==> config.mk <==
export PLATFORM = sky130hd
export DESIGN_NAME = hiscore_nvram_uploader
export DESIGN_NICKNAME = d
export VERILOG_FILES = /design/src/rtl/asteroids_pkg.sv /design/src/rtl/hiscore_nvram_uploader_req_timer.sv /design/src/rtl/hiscore_nvram_uploader.sv
export SDC_FILE = /design/constraint.sdc
export NUM_CORES = 1
export LEC_CHECK = 0
export BUFFER_PORTS_ARGS = -buffer_cell sky130_fd_sc_hd__buf_2
export CORE_MARGIN = 10
export CORE_UTILIZATION = 60
export CTS_BUF_LIST = sky130_fd_sc_hd__clkbuf_4 sky130_fd_sc_hd__clkbuf_8
export DETAILED_ROUTE_END_ITERATION = 7
export PLACE_DENSITY = 0.92
export RECOVER_POWER = 25
export SLEW_MARGIN = 15
export SYNTH_ARGS = -nofsm -noshare
export SYNTH_HDL_FRONTEND = slang
export SYNTH_HIERARCHICAL = 1
export SYNTH_SLANG_ARGS = --single-unit
==> constraint.sdc <==
create_clock -name clk_25 -period 15 [get_ports clk_25]
set_input_delay 4.5 -clock clk_25 [delete_from_list [all_inputs] [get_ports clk_25]]
set_output_delay 4.5 -clock clk_25 [all_outputs]
set_load 0.01 [all_outputs]
==> src/rtl/asteroids_pkg.sv <==
// Shared types and constants for the Asteroids NVRAM upload path.
package asteroids_pkg;

   // Uploader FSM states
   typedef enum logic [2:0] {
      IDLE,
      PAUSE_WAIT,
      PREFETCH,
      SERVE,
      DONE
   } nvup_state_t;

   // ioctl_index used by the host for the high-score/EAROM image
   localparam logic [7:0] NVRAM_IDX = 8'd4;

   // Default number of NVRAM bytes in the image
   localparam int unsigned NV_SIZE_DEFAULT = 64;

   // True when a byte address lies inside the NVRAM image (wide compare, no wrap)
   function automatic logic addr_in_image(input logic [25:0] addr, input int unsigned size);
      return addr < 26'(size);
   endfunction

endpackage

==> src/rtl/hiscore_nvram_uploader_req_timer.sv <==
// Loadable down-counter holding the upload request to the host.
// The request stays high while the count is non-zero, so a load of N
// keeps it high for exactly N clocks unless the host answers first.
module req_timer #(
   parameter int unsigned LOAD_VAL = 65535
) (
   input  logic clk,
   input  logic rst,
   input  logic i_load,
   input  logic i_clear,
   output logic o_req,
   output logic o_zero
);

   localparam int unsigned CNT_W = (LOAD_VAL < 2) ? 1 : $clog2(LOAD_VAL + 1);

   logic [CNT_W-1:0] r_count;

   // Clear wins over load; otherwise count down to zero and stop
   always_ff @(posedge clk or posedge rst) begin
      if (rst) begin
         r_count <= '0;
      end else if (i_clear) begin
         r_count <= '0;
      end else if (i_load) begin
         r_count <= CNT_W'(LOAD_VAL);
      end else if (r_count != '0) begin
         r_count <= r_count - CNT_W'(1);
      end
   end

   assign o_zero = (r_count == '0);
   assign o_req  = ~o_zero;

endmodule

==> src/rtl/hiscore_nvram_uploader.sv <==
// Serves the high-score NVRAM image to the host over the hps_io upload path.
// A save request asks the host to start an upload; once it does, the CPU is
// paused and each host read strobe returns the next image byte two clocks later.
module hiscore_nvram_uploader
   import asteroids_pkg::*;
#(
   parameter int unsigned NV_SIZE      = NV_SIZE_DEFAULT,
   parameter int unsigned ADDR_W       = 6,
   parameter logic [7:0]  UPLOAD_INDEX = NVRAM_IDX,
   parameter int unsigned REQ_TIMEOUT  = 65535
) (
   input  logic              clk_25,
   input  logic              reset,
   input  logic              save_req,
   input  logic              ioctl_upload,
   input  logic [7:0]        ioctl_index,
   input  logic              ioctl_rd,
   input  logic [24:0]       ioctl_addr,
   output logic [7:0]        ioctl_din,
   output logic              ioctl_upload_req,
   output logic              cpu_pause,
   input  logic              pause_ack,
   output logic [ADDR_W-1:0] nv_addr,
   output logic              nv_rd,
   input  logic [7:0]        nv_q,
   output logic              busy
);

   nvup_state_t r_state;
   nvup_state_t w_state_next;

   logic        r_save_q;
   logic [7:0]  r_din;
   logic        r_lat_nv;      // ioctl_din takes nv_q at the next edge
   logic        r_lat_ff;      // ioctl_din takes 8'hFF at the next edge
   logic        r_pend_v;      // a strobe arrived during an update and waits
   logic [24:0] r_pend_addr;

   logic [7:0]  w_din_next;
   logic        w_lat_nv_next;
   logic        w_lat_ff_next;
   logic        w_pend_v_next;
   logic [24:0] w_pend_addr_next;
   logic        w_issue;
   logic [24:0] w_src_addr;
   logic [25:0] w_next;
   logic        w_nv_rd;
   logic [ADDR_W-1:0] w_nv_addr;
   logic        w_cpu_pause;
   logic        w_busy;

   logic        w_hit;
   logic        w_save_rise;
   logic        w_req_zero;
   logic        w_req;
   logic        w_load;

   assign w_hit       = ioctl_upload && (ioctl_index == UPLOAD_INDEX);
   assign w_save_rise = save_req && !r_save_q;
   // New requests only start from an idle block with nothing outstanding
   assign w_load      = w_save_rise && (r_state == IDLE) && w_req_zero;

   req_timer #(
      .LOAD_VAL (REQ_TIMEOUT)
   ) u_req_timer (
      .clk     (clk_25),
      .rst     (reset),
      .i_load  (w_load),
      .i_clear (w_hit),
      .o_req   (w_req),
      .o_zero  (w_req_zero)
   );

   // State register
   always_ff @(posedge clk_25 or posedge reset) begin
      if (reset) begin
         r_state <= IDLE;
      end else begin
         r_state <= w_state_next;
      end
   end

   // Next state, NVRAM read port and the read-strobe queue
   always_comb begin
      w_state_next     = r_state;
      w_din_next       = r_din;
      w_lat_nv_next    = 1'b0;
      w_lat_ff_next    = 1'b0;
      w_pend_v_next    = r_pend_v;
      w_pend_addr_next = r_pend_addr;
      w_issue          = 1'b0;
      w_src_addr       = '0;
      w_next           = '0;
      w_nv_rd          = 1'b0;
      w_nv_addr        = '0;
      w_cpu_pause      = 1'b0;
      w_busy           = 1'b0;

      case (r_state)
         IDLE: begin
            w_pend_v_next = 1'b0;
            if (w_hit) begin
               w_state_next = PAUSE_WAIT;
            end
         end

         PAUSE_WAIT: begin
            w_cpu_pause = 1'b1;
            w_busy      = 1'b1;
            if (!ioctl_upload) begin
               w_state_next = DONE;
               w_din_next   = 8'h00;
            end else if (pause_ack) begin
               w_state_next = PREFETCH;
            end
         end

         PREFETCH: begin
            w_cpu_pause = 1'b1;
            w_busy      = 1'b1;
            if (!ioctl_upload) begin
               w_state_next  = DONE;
               w_din_next    = 8'h00;
               w_pend_v_next = 1'b0;
            end else begin
               // Byte 0 is ready on ioctl_din before the host's first strobe
               w_nv_rd       = 1'b1;
               w_lat_nv_next = 1'b1;
               w_state_next  = SERVE;
               if (ioctl_rd) begin
                  w_pend_v_next    = 1'b1;
                  w_pend_addr_next = ioctl_addr;
               end
            end
         end

         SERVE: begin
            w_cpu_pause = 1'b1;
            w_busy      = 1'b1;
            if (!ioctl_upload) begin
               // Upload end beats any strobe in the same clock
               w_state_next  = DONE;
               w_din_next    = 8'h00;
               w_pend_v_next = 1'b0;
            end else begin
               if (r_lat_nv) begin
                  w_din_next = nv_q;
               end else if (r_lat_ff) begin
                  w_din_next = 8'hFF;
               end
               // A queued strobe goes before a fresh one
               if (!(r_lat_nv || r_lat_ff)) begin
                  if (r_pend_v) begin
                     w_issue       = 1'b1;
                     w_src_addr    = r_pend_addr;
                     w_pend_v_next = 1'b0;
                  end else if (ioctl_rd) begin
                     w_issue    = 1'b1;
                     w_src_addr = ioctl_addr;
                  end
               end
               // Strobes that cannot start now wait; a later one overwrites
               if (ioctl_rd && (r_lat_nv || r_lat_ff || r_pend_v)) begin
                  w_pend_v_next    = 1'b1;
                  w_pend_addr_next = ioctl_addr;
               end
               if (w_issue) begin
                  // Host reads address A, and the byte for A+1 is fetched
                  w_next = {1'b0, w_src_addr} + 26'd1;
                  if (addr_in_image(w_next, NV_SIZE)) begin
                     w_nv_rd       = 1'b1;
                     w_nv_addr     = w_next[ADDR_W-1:0];
                     w_lat_nv_next = 1'b1;
                  end else begin
                     w_lat_ff_next = 1'b1;
                  end
               end
            end
         end

         DONE: begin
            w_busy        = 1'b1;
            w_din_next    = 8'h00;
            w_pend_v_next = 1'b0;
            w_state_next  = IDLE;
         end

         default: begin
            w_state_next = IDLE;
         end
      endcase
   end

   // Data-side registers: save edge detector, output byte and read queue
   always_ff @(posedge clk_25 or posedge reset) begin
      if (reset) begin
         r_save_q    <= 1'b0;
         r_din       <= 8'h00;
         r_lat_nv    <= 1'b0;
         r_lat_ff    <= 1'b0;
         r_pend_v    <= 1'b0;
         r_pend_addr <= '0;
      end else begin
         r_save_q    <= save_req;
         r_din       <= w_din_next;
         r_lat_nv    <= w_lat_nv_next;
         r_lat_ff    <= w_lat_ff_next;
         r_pend_v    <= w_pend_v_next;
         r_pend_addr <= w_pend_addr_next;
      end
   end

   assign ioctl_din        = r_din;
   assign ioctl_upload_req = w_req;
   assign cpu_pause        = w_cpu_pause;
   assign nv_rd            = w_nv_rd;
   assign nv_addr          = w_nv_addr;
   assign busy             = w_busy;

endmodule
# After elaboration in Yosys (flattened, before gate mapping)
# Cells that the tools add are included.
dict set report word_totals {
  mem_count 0
  mem_bits_rw 0
  latchBits 0
  word_cells 101
  mem_bits_ro 0
  reg_bits 56
}
dict set report classes {
  reduce_logical 23
  n_mul 0
  n_bitwise 1
  n_shift 0
  add_sub_neg 2
  magnitude_cmp 1
  n_div 0
  n_mux 50
  eq_ne 16
}
# cell n
set op_table {}
lappend op_table {{two-way mux 25 bit} 9}
lappend op_table {{case mux 25 bit (2 select lines)} 1}
lappend op_table {{two-way mux 16 bit} 3}
lappend op_table {{two-way mux 8 bit} 4}
lappend op_table {{adder 25 x 1 -> 26 bit, second input constant} 1}
lappend op_table {{< comparator 26 x 7 -> 1 bit, second input constant} 1}
lappend op_table {{two-way mux 6 bit} 4}
lappend op_table {{case mux 8 bit (3 select lines)} 1}
lappend op_table {{two-way mux 1 bit} 20}
lappend op_table {{zero test 16 bit} 1}
lappend op_table {{nonzero test 16 bit} 1}
lappend op_table {{subtractor 16 x 1 -> 16 bit, second input constant} 1}
lappend op_table {{two-way mux 3 bit} 5}
lappend op_table {{inequality test 2 bit, second input constant} 6}
lappend op_table {{case mux 3 bit (4 select lines)} 1}
lappend op_table {{AND reduction 3 bit} 3}
lappend op_table {{nonzero test 3 bit} 3}
lappend op_table {{== test 8 x 3 -> 1 bit, second input constant} 1}
lappend op_table {{inequality test 4 bit, second input constant} 2}
lappend op_table {{== test 3 x 2 -> 1 bit, second input constant} 2}
lappend op_table {{inequality test 3 bit, second input constant} 2}
lappend op_table {{logical AND 1 bit} 5}
lappend op_table {{AND reduction 5 bit} 1}
lappend op_table {{OR reduction 2 bit} 2}
lappend op_table {{other kinds (12)} 13}

# Depth between registers and ports, before layout
# Gate-level depths: netlist (run 1).
dict set report logic_depth {
  ltp_word 11
  mapped_depth 19
  ltp_nobuf 13
}

# Modules after synthesis
# Netlist (run 1), hierarchy kept.
# mod cells_each instances area_per_inst_um2 seq_area_each_um2
set modules_own_cells {}
lappend modules_own_cells {hiscore_nvram_uploader 327 1 2901.5 1001.0}
lappend modules_own_cells {req_timer 82 1 885.8 400.4}

# Worst setup path after synthesis (run 1)
# OpenSTA, ideal clock, no wires.
dict set report synth_path {
  path_kind {input -> output}
  startpoint {in ioctl_rd}
  endpoint {out nv_rd}
  stages 18
  path_buffers 5
  t_arrival_ns 7.359
  setup_slack_ns 3.141
  cell_sequence {buf_4 -> buf_6 -> buf_2 -> buf_1 -> nand2_1 -> nor2_1 -> a21oi_1 -> nor2_1 -> ha_1 -> nand4b_1 -> nand2_1 -> nand4_4 -> nor3_2 -> xor2_1 -> a21oi_1 -> or4_4 -> buf_6 -> o21ai_1}
}
dict set report synth_via {
  elab_chain_len 11
}
# element line
set synth_lines {}
lappend synth_lines {{from (decl)} hiscore_nvram_uploader.sv:17} ;# input logic ioctl_rd,
lappend synth_lines {{two-way mux 25 bit} hiscore_nvram_uploader.sv:157} ;# end else if (ioctl_rd) begin
lappend synth_lines {{two-way mux 25 bit} hiscore_nvram_uploader.sv:153} ;# if (r_pend_v) begin
lappend synth_lines {{two-way mux 25 bit} hiscore_nvram_uploader.sv:152} ;# if (!(r_lat_nv || r_lat_ff)) begin
lappend synth_lines {{two-way mux 25 bit} hiscore_nvram_uploader.sv:140} ;# if (!ioctl_upload) begin
lappend synth_lines {{two-way mux 25 bit} hiscore_nvram_uploader.sv:99} ;# case (r_state)
lappend synth_lines {{adder 25 x 1 -> 26 bit} hiscore_nvram_uploader.sv:169} ;# w_next = {1'b0, w_src_addr} + 26'd1;
lappend synth_lines {{< comparator 26 x 7 -> 1 bit} asteroids_pkg.sv:21} ;# return addr < 26'(size);
lappend synth_lines {{two-way mux 1 bit} hiscore_nvram_uploader.sv:170} ;# if (addr_in_image(w_next, NV_SIZE)) begin
lappend synth_lines {{two-way mux 1 bit (*)} hiscore_nvram_uploader.sv:167} ;# if (w_issue) begin
lappend synth_lines {{two-way mux 1 bit (*)} hiscore_nvram_uploader.sv:140}
lappend synth_lines {{case mux 1 bit (2 select lines) (*)} hiscore_nvram_uploader.sv:99}
lappend synth_lines {{to (decl)} hiscore_nvram_uploader.sv:24} ;# output logic nv_rd,
# Mark *: on every way between the ends. The rest lies on a longest branch, timed or not. The select of a mux whose other input is x is not followed.

# Final worst setup path (run 1)
# Ends and elaborated chain as after synthesis.

==> results of run 1 <==
==> layout make-up <==
cell class / instances / area (um2) / share of cell area [%]
inverter: 8 / 30.0 / 0.721
clock inverter: 3 / 26.3 / 0.631
clock buffer: 5 / 68.8 / 1.65
sequential: 56 / 1400 / 33.7
timing repair buffer: 65 / 323 / 7.75
tap: 75 / 93.8 / 2.25
multi-input combinational: 323 / 2220 / 53.3
==> worst max path at each step <==
stage,startpoint,end,slack (ns),depth (start not counted)
2_1_floorplan,ioctl_rd,nv_rd,3.14,18
3_3_place_gp,ioctl_rd,nv_rd,2.94,13
3_5_place_dp,ioctl_rd,nv_rd,2.71,13
4_1_cts,ioctl_rd,nv_addr[3],2.71,13
5_1_grt,ioctl_rd,nv_rd,2.43,13
6_report,ioctl_rd,nv_rd,2.64,13
==> flip-flops by register name (all words and copies together) (netlist names) <==
register,count
ioctl_din,8
r_lat_ff,1
r_pend_v,1
r_lat_nv,1
r_save_q,1
u_req_timer/r_count,16
r_pend_addr,25
r_state,3
==> layout by cell type, fill, tap and decap left out, types with 5 or more instances in the layout <==
cell type / netlist / routed
mux2_2: 26 / 26
clkbuf_8: 0 / 5
dfrtp_1: 56 / 55
nor3_1: 6 / 6
nand2_1: 50 / 50
nand3_1: 23 / 23
nand4b_1: 9 / 9
inv_1: 8 / 8
xnor2_1: 13 / 13
a21oi_1: 33 / 33
nand2b_1: 7 / 7
nand4_1: 5 / 5
a31oi_1: 6 / 6
buf_2: 6 / 63
nand3b_1: 15 / 15
o21ai_0: 19 / 19
a22o_1: 9 / 9
a22oi_1: 9 / 9
xor2_1: 11 / 11
nor2_1: 21 / 21
nor2b_1: 5 / 5
nor3_2: 7 / 7
nor4_1: 5 / 5
==> kinds of logic (layout without fill, tap and decap cells) <==
group,Yosys count,in the layout
buf+inv,30,81
fa+ha+maj,2,2
simple gates,176,176
xor+xnor,24,24
flops,56,56
compound gates,94,94
mux,27,27
==> through the flow <==
stage,hold WS [ns],cell area (um2),worst slack (ns)
after floorplan,0.481,3790,3.14
after global placement,0.484,4070,2.94
after detailed placement,0.491,4070,2.71
after CTS,0.522,4170,2.71
after global routing,0.545,4160,2.43
final,0.516,4160,2.64
==> per-layer routing <==
metal | track usage, % | vias up | wire [um]
met2 | 29.2 | 183 | 4370
met5 | 0 | - | 0
met3 | 5.47 | 17 | 989
met4 | 5.73 | 0 | 129
met1 | 21.7 | 1589 | 3640
li1 | - | 1592 | -
==> worst reg2reg max path: stages (launching register included) <==
cell and delay (ns):
dfrtp_2 1.09, nand2_1 0.15, a21oi_2 0.38, ha_1 0.29, nand3_1 0.13, nand2_1 0.23
nand4_4 0.19, nor3_2 0.18, xor2_1 0.18, a21oi_1 0.09, or4_4 0.66, o21a_1 0.22
==> power by group through the flow <==
stage,logic [mW],registers [mW],clock network [mW]
2_1_floorplan,0.0654,0.194,0
3_3_place_gp,0.0801,0.197,0
3_5_place_dp,0.0827,0.199,0
4_1_cts,0.0835,0.196,0.0921
5_1_grt,0.0931,0.199,0.0978
6_report,0.0838,0.196,0.0901
==> impl_results.md, run 1 <==
* Status: complete, but fails checks
* Failing checks: capacitance limit, slew limit
* I/O pin total at 65
* Reg2Reg Launch Point: r_pend_v
* Period minus WS final at 12.36 ns
* Worst skew pair latency at 0.32 ns
* Die Area at 0.00989 mm2
* Most used cell, CP: buf_2
* Number of synthesized flops with an enable pin at 0
* WP buf/inv at 2
* First-pass GRT wire length at 15100 um
* Clock power frac at 24.3%
* Total gr overflow at 0
* Initial Utilization at 62.9%
* Critical Path Start Type: input port
* Clock Skew at 0.0110 ns
* Core area at 0.00603 mm2
* Switch share at 34.3%
* Leakage power at 1.76 nW
* Hold Buf Count CTS at 0
* DR vias at 3381
* Final setup fails at 0
* Cell count after synthesis at 409
* CTS tree: done
* RD Place Congestion at 0.964
* DRT antenna net count at 0
* Synth area leader: dfrtp_1
* Clk sinks at 56
* RR Endpoint: r_lat_ff
* H-tree depth at 2
* XOR/XNOR Fraction of Synth Area at 5.55%
* Top cells by area, synth: dfrtp_1 (37%), mux2_2 (7.7%), nand2_1 (5.0%), a21oi_1 (4.4%), nand3_1 (3.0%)
* Fillers at 467
* Worst hold start: ioctl_din[7]
* Average cell area after synthesis at 9.26 um2
* Cells after DPL at 527
* R2R cell count at 11
* Max_cap viols at 1
* Tot GR Track Use at 17.8%
* CP Capture Type: primary output
* Final nets at 508
* Fin crit share at 82.4%
* Die X at 99.5 um
* Slew headroom at -46.6%
* I/O Buffers at 64
* DRT Pass-1 Iters at 5
* Sequential area share after synthesis at 37.0%
* Setup bufs post-CTS at 0
* Multiplexer share of the synthesized area at 8.03%
* Worst-Margin Slew at 2.20 ns
* Dpl hpwl at 6610 um
* Setup CP Type: input port to primary output
* Die height at 99.5 um
* Sequential power share at 53.0%
* Cell Chain, Critical Path: buf_2, nand3b_1, a21oi_2, ha_1, nand3_1, nand2_1, nand4_4, nor3_2, xor2_1, a21oi_1, or4_4, o21ai_1, buf_2
* Remaining DRCs at 0
* Critical Path RT at 10.50 ns
* Simple-gate share of the synthesized area at 28.4%
* Layout cells sized above 1 at 27.0%
* # diodes at 0
* Synth Warn # at 6
* Vias per inst at 6.32
* Hold Path Stages at 1
* Clock transition at path regs at 0.12 ns
* WL/cell at 17.1 um
* Combinational cell fraction of total power at 22.6%
* Vias in the first global route at 3212
* Resize count post-CTS at 0
* CTS Buf Count at 5
* Slew Limit Fails at 41
* R2R Setup Slk at 11.13 ns
* Compound-Gate Fraction of Synth Area at 15.9%
* CP peak stage delay at 0.66 ns
* Max rail drop VDD at 0.0000585 V
* Hold Fails Final Rpt at 0
* Net Sw Power at 0.127 mW
* Antenna violations before repair at 0
* CP top delay family: simple AND/OR/NAND/NOR gates
* WP data arrival at 7.86 ns
* Max Freq at 80.9 MHz
* Adder-Cell Fraction of Synth Area at 0.661%
* Final setup TNS at 0 ns
* #FFs+latches synth at 56
* DR iter-0 viols at 419
* Worst Hold Endpoint: ioctl_din[7]
* Power per cell area at 88.9 mW/mm2
* Top cell type's share of synthesized area at 37.0%
* WL final at 9130 um
* Top cells by count, synth: dfrtp_1 (56), nand2_1 (50), a21oi_1 (33)
* RSZ-0062 raised after global routing: no
* Post-Syn Area at 0.00379 mm2
* Pwr Total at 0.370 mW
* Clk buf depth at 2
* Layout Cells excl Fill at 535
* Path type of the worst min-delay path: flip-flop to flip-flop
* Core Util, Final at 69.1%
* Largest family of logic cells by synthesized area: simple AND/OR/NAND/NOR gates
* Ys flop type: dfrtp_1
* Row count at 28
* Yosys cell types at 59
* Largest net degree at the start of global routing at 76
* Root Driver: clkbuf_8
* Area Growth Syn to Fin at 9.91%
* Cell internal pwr at 0.243 mW
* Crit-path slowest cell: or4_4
* Mapped Nets at 458
* Ys async rst share at 100%
* Top-count cell post-synth: dfrtp_1
* Worst-path fanout max at 37
Power figures use the tool's default switching activity.
==> run 2: changes to the inputs <==
- CORE_UTILIZATION: 60 -> 53
- PLACE_DENSITY: 0.92 -> 0.86
- clock period: 15 -> 10.3 ns (I/O delays scaled with it)
==> run 2 against run 1 <==
  * Sequential power is 45% higher
  * Worst hold slack got worse by 0.0082 ns
  * Cell area grew 0.54%
  * Critical endpoint unchanged
  * Register-to-register slack got worse by 4.6 ns
  * Total power up 45%
  * Largest cell class unchanged
  * Via count about the same
  * Non-clock buffer count stayed put
  * Highest routed layer is now met5
  * Sequential cell count stayed put
  * The run still ends with capacitance limit, slew limit left
==> impl_results.md, run 2 (synthesized netlist as in run 1, its figures left out) <==
* Max rail drop VDD at 0.0000969 V (+66%)
* Initial Utilization at 55.1% (-7.7 points)
* Die Area at 0.0109 mm2 (+10%)
* Die height at 105 um (+5.1%)
* Worst Hold Endpoint: ioctl_din[4]
* Setup bufs post-CTS at 0 (unchanged)
* Total gr overflow at 0 (unchanged)
* Final hold slack at 0.507 ns (-0.00822 ns)
* WL/cell at 16.4 um (-4.0%)
* I/O pin total at 65 (unchanged)
* Power per cell area at 129 mW/mm2 (+45%)
* Pwr Total at 0.538 mW (+45%)
* I/O Buffers at 64 (unchanged)
* Vias in the first global route at 3328 (+3.6%)
* Core area at 0.00687 mm2 (+14%)
* Period minus WS final at 9.49 ns
* Reg2Reg Launch Point: r_pend_v
* DRT Pass-1 Iters at 6 (+1)
* Pre-CTS WS at 0.904 ns (-1.80 ns)
* Largest net degree at the start of global routing at 76 (unchanged)
* H-tree depth at 2 (unchanged)
* Final worst slack at 0.812 ns (-1.83 ns)
* DRT antenna net count at 0 (unchanged)
* Tot GR Track Use at 16.3% (-1.4 points)
* Remaining DRCs at 0 (unchanged)
* Leakage power at 1.77 nW (+0.16%)
* Root Driver: clkbuf_8
* CTS tree: done
* Vias per inst at 6.07 (-3.9%)
* Hold Buf Count CTS at 0 (unchanged)
* R2R Setup Slk at 6.51 ns (-4.62 ns)
* Reg with most FFs: r_pend_addr
* R2R cell count at 11 (unchanged)
* Layout cells sized above 1 at 26.5% (-0.43 points)
* Max Freq at 105 MHz
* Final setup TNS at 0 ns (unchanged)
* Worst skew pair latency at 0.33 ns (about the same)
* Clock transition at path regs at 0.10 ns (-0.02 ns)
* CTS Buf Count at 5 (unchanged)
* Max_cap viols at 1 (unchanged)
* Status: complete, but fails checks
* Worst hold start: ioctl_din[4]
* Critical Path RT at 7.21 ns (-3.29 ns)
* Layout Cells excl Fill at 557 (+4.1%)
* Most common cell after layout, fill and taps aside: buf_2
* Dpl hpwl at 6660 um (+0.72%)
* Max FFs per register at 25 (unchanged)
* Row count at 30 (+7.1%)
* Worst-Margin Slew at 2.20 ns (-0.000456 ns)
* CP Capture Type: primary output
* Slew headroom at -46.6% (about the same)
* Fin crit share at 92.1%
* WL final at 9130 um (about the same)
* Clock Skew at 0.0162 ns (+0.00518 ns)
* RR Endpoint: r_lat_nv
* DR vias at 3383 (+0.059%)
* Area Growth Syn to Fin at 10.5%
* Worst-path fanout max at 37 (unchanged)
* Critical Path Start Type: input port
* Antenna violations before repair at 3 (+3)
* Cells after DPL at 548 (+4.0%)
* Slew Limit Fails at 41 (unchanged)
* Failing checks: capacitance limit, slew limit
* Hold Path Stages at 1 (unchanged)
* Commonest non-fill, non-tap cells in the layout: buf_2 (62), dfrtp_1 (55), nand2_1 (50), a21oi_1 (33), mux2_2 (26)
* First-pass GRT wire length at 15400 um (+1.7%)
* RD Place Congestion at 0.945 (-2.0%)
* Final setup fails at 0 (unchanged)
* DR iter-0 viols at 214 (-49%)
* Fillers at 590 (+26%)
* Hold Fails Final Rpt at 0 (unchanged)
* Resize count post-CTS at 0 (unchanged)
* Clk buf depth at 2 (unchanged)
* Die X at 105 um (+5.1%)
* Clk sinks at 56 (unchanged)
* Setup CP Type: input port to primary output
* Final nets at 508 (unchanged)
* Path type of the worst min-delay path: flip-flop to flip-flop
* WP data arrival at 6.40 ns (-1.46 ns)
* RSZ-0062 raised after global routing: no
run 2: layer usage:
metal	up-vias	share of wire [%]	global-route usage, %
li1	1592	-	-
met1	1646	43	19.5
met2	120	47	26.9
met3	21	7.9	4.98
met4	4	1.9	6.36
met5	-	0.26	0
run 2: worst max path at each step:
stage / from / depth (start not counted) / slack, ns / end
after floorplan: ioctl_rd / 18 / 1.26 / nv_rd
after global placement: ioctl_rd / 13 / 1.08 / nv_rd
after detailed placement: ioctl_rd / 13 / 0.90 / nv_rd
after CTS: ioctl_rd / 13 / 0.90 / nv_rd
after global routing: ioctl_rd / 13 / 0.52 / nv_rd
final: ioctl_rd / 13 / 0.81 / nv_rd
run 2: layout make-up:
cell class | instances | area (um2) | share of cell area, %
diodes | 1 | 2.50 | 0.0598
clock buffers | 5 | 68.8 | 1.64
clock inverters | 3 | 22.5 | 0.538
inverters | 8 | 30.0 | 0.717
multi-input cells | 323 | 2220 | 53.0
flip-flops and latches | 56 | 1400 | 33.5
well taps | 96 | 120 | 2.87
repair buffers | 65 | 322 | 7.68
run 2: critical path, stage by stage:
cell	delay, ns
buf_2	0.49
nand3b_1	0.17
a21oi_2	0.34
ha_1	0.28
nand3_1	0.13
nand2_1	0.22
nand4_4	0.17
nor3_2	0.17
xor2_1	0.17
a21oi_1	0.08
or4_4	0.65
o21ai_1	0.24
buf_2	0.18
run 2: metrics by stage:
step,area (um2),util [%]
after floorplan,3790,-
after global placement,4100,59.7
after detailed placement,4100,59.7
after CTS,4190,61.0
after global routing,4180,60.9
final,4190,60.9
run 2: power by group:
part           total (mW)  switching (mW)  leakage, nW  internal [mW]
registers           0.285          0.0397        0.745          0.246
logic               0.124          0.0654        0.972         0.0590
clock network       0.128          0.0794       0.0485         0.0490
total               0.538           0.185         1.77          0.354
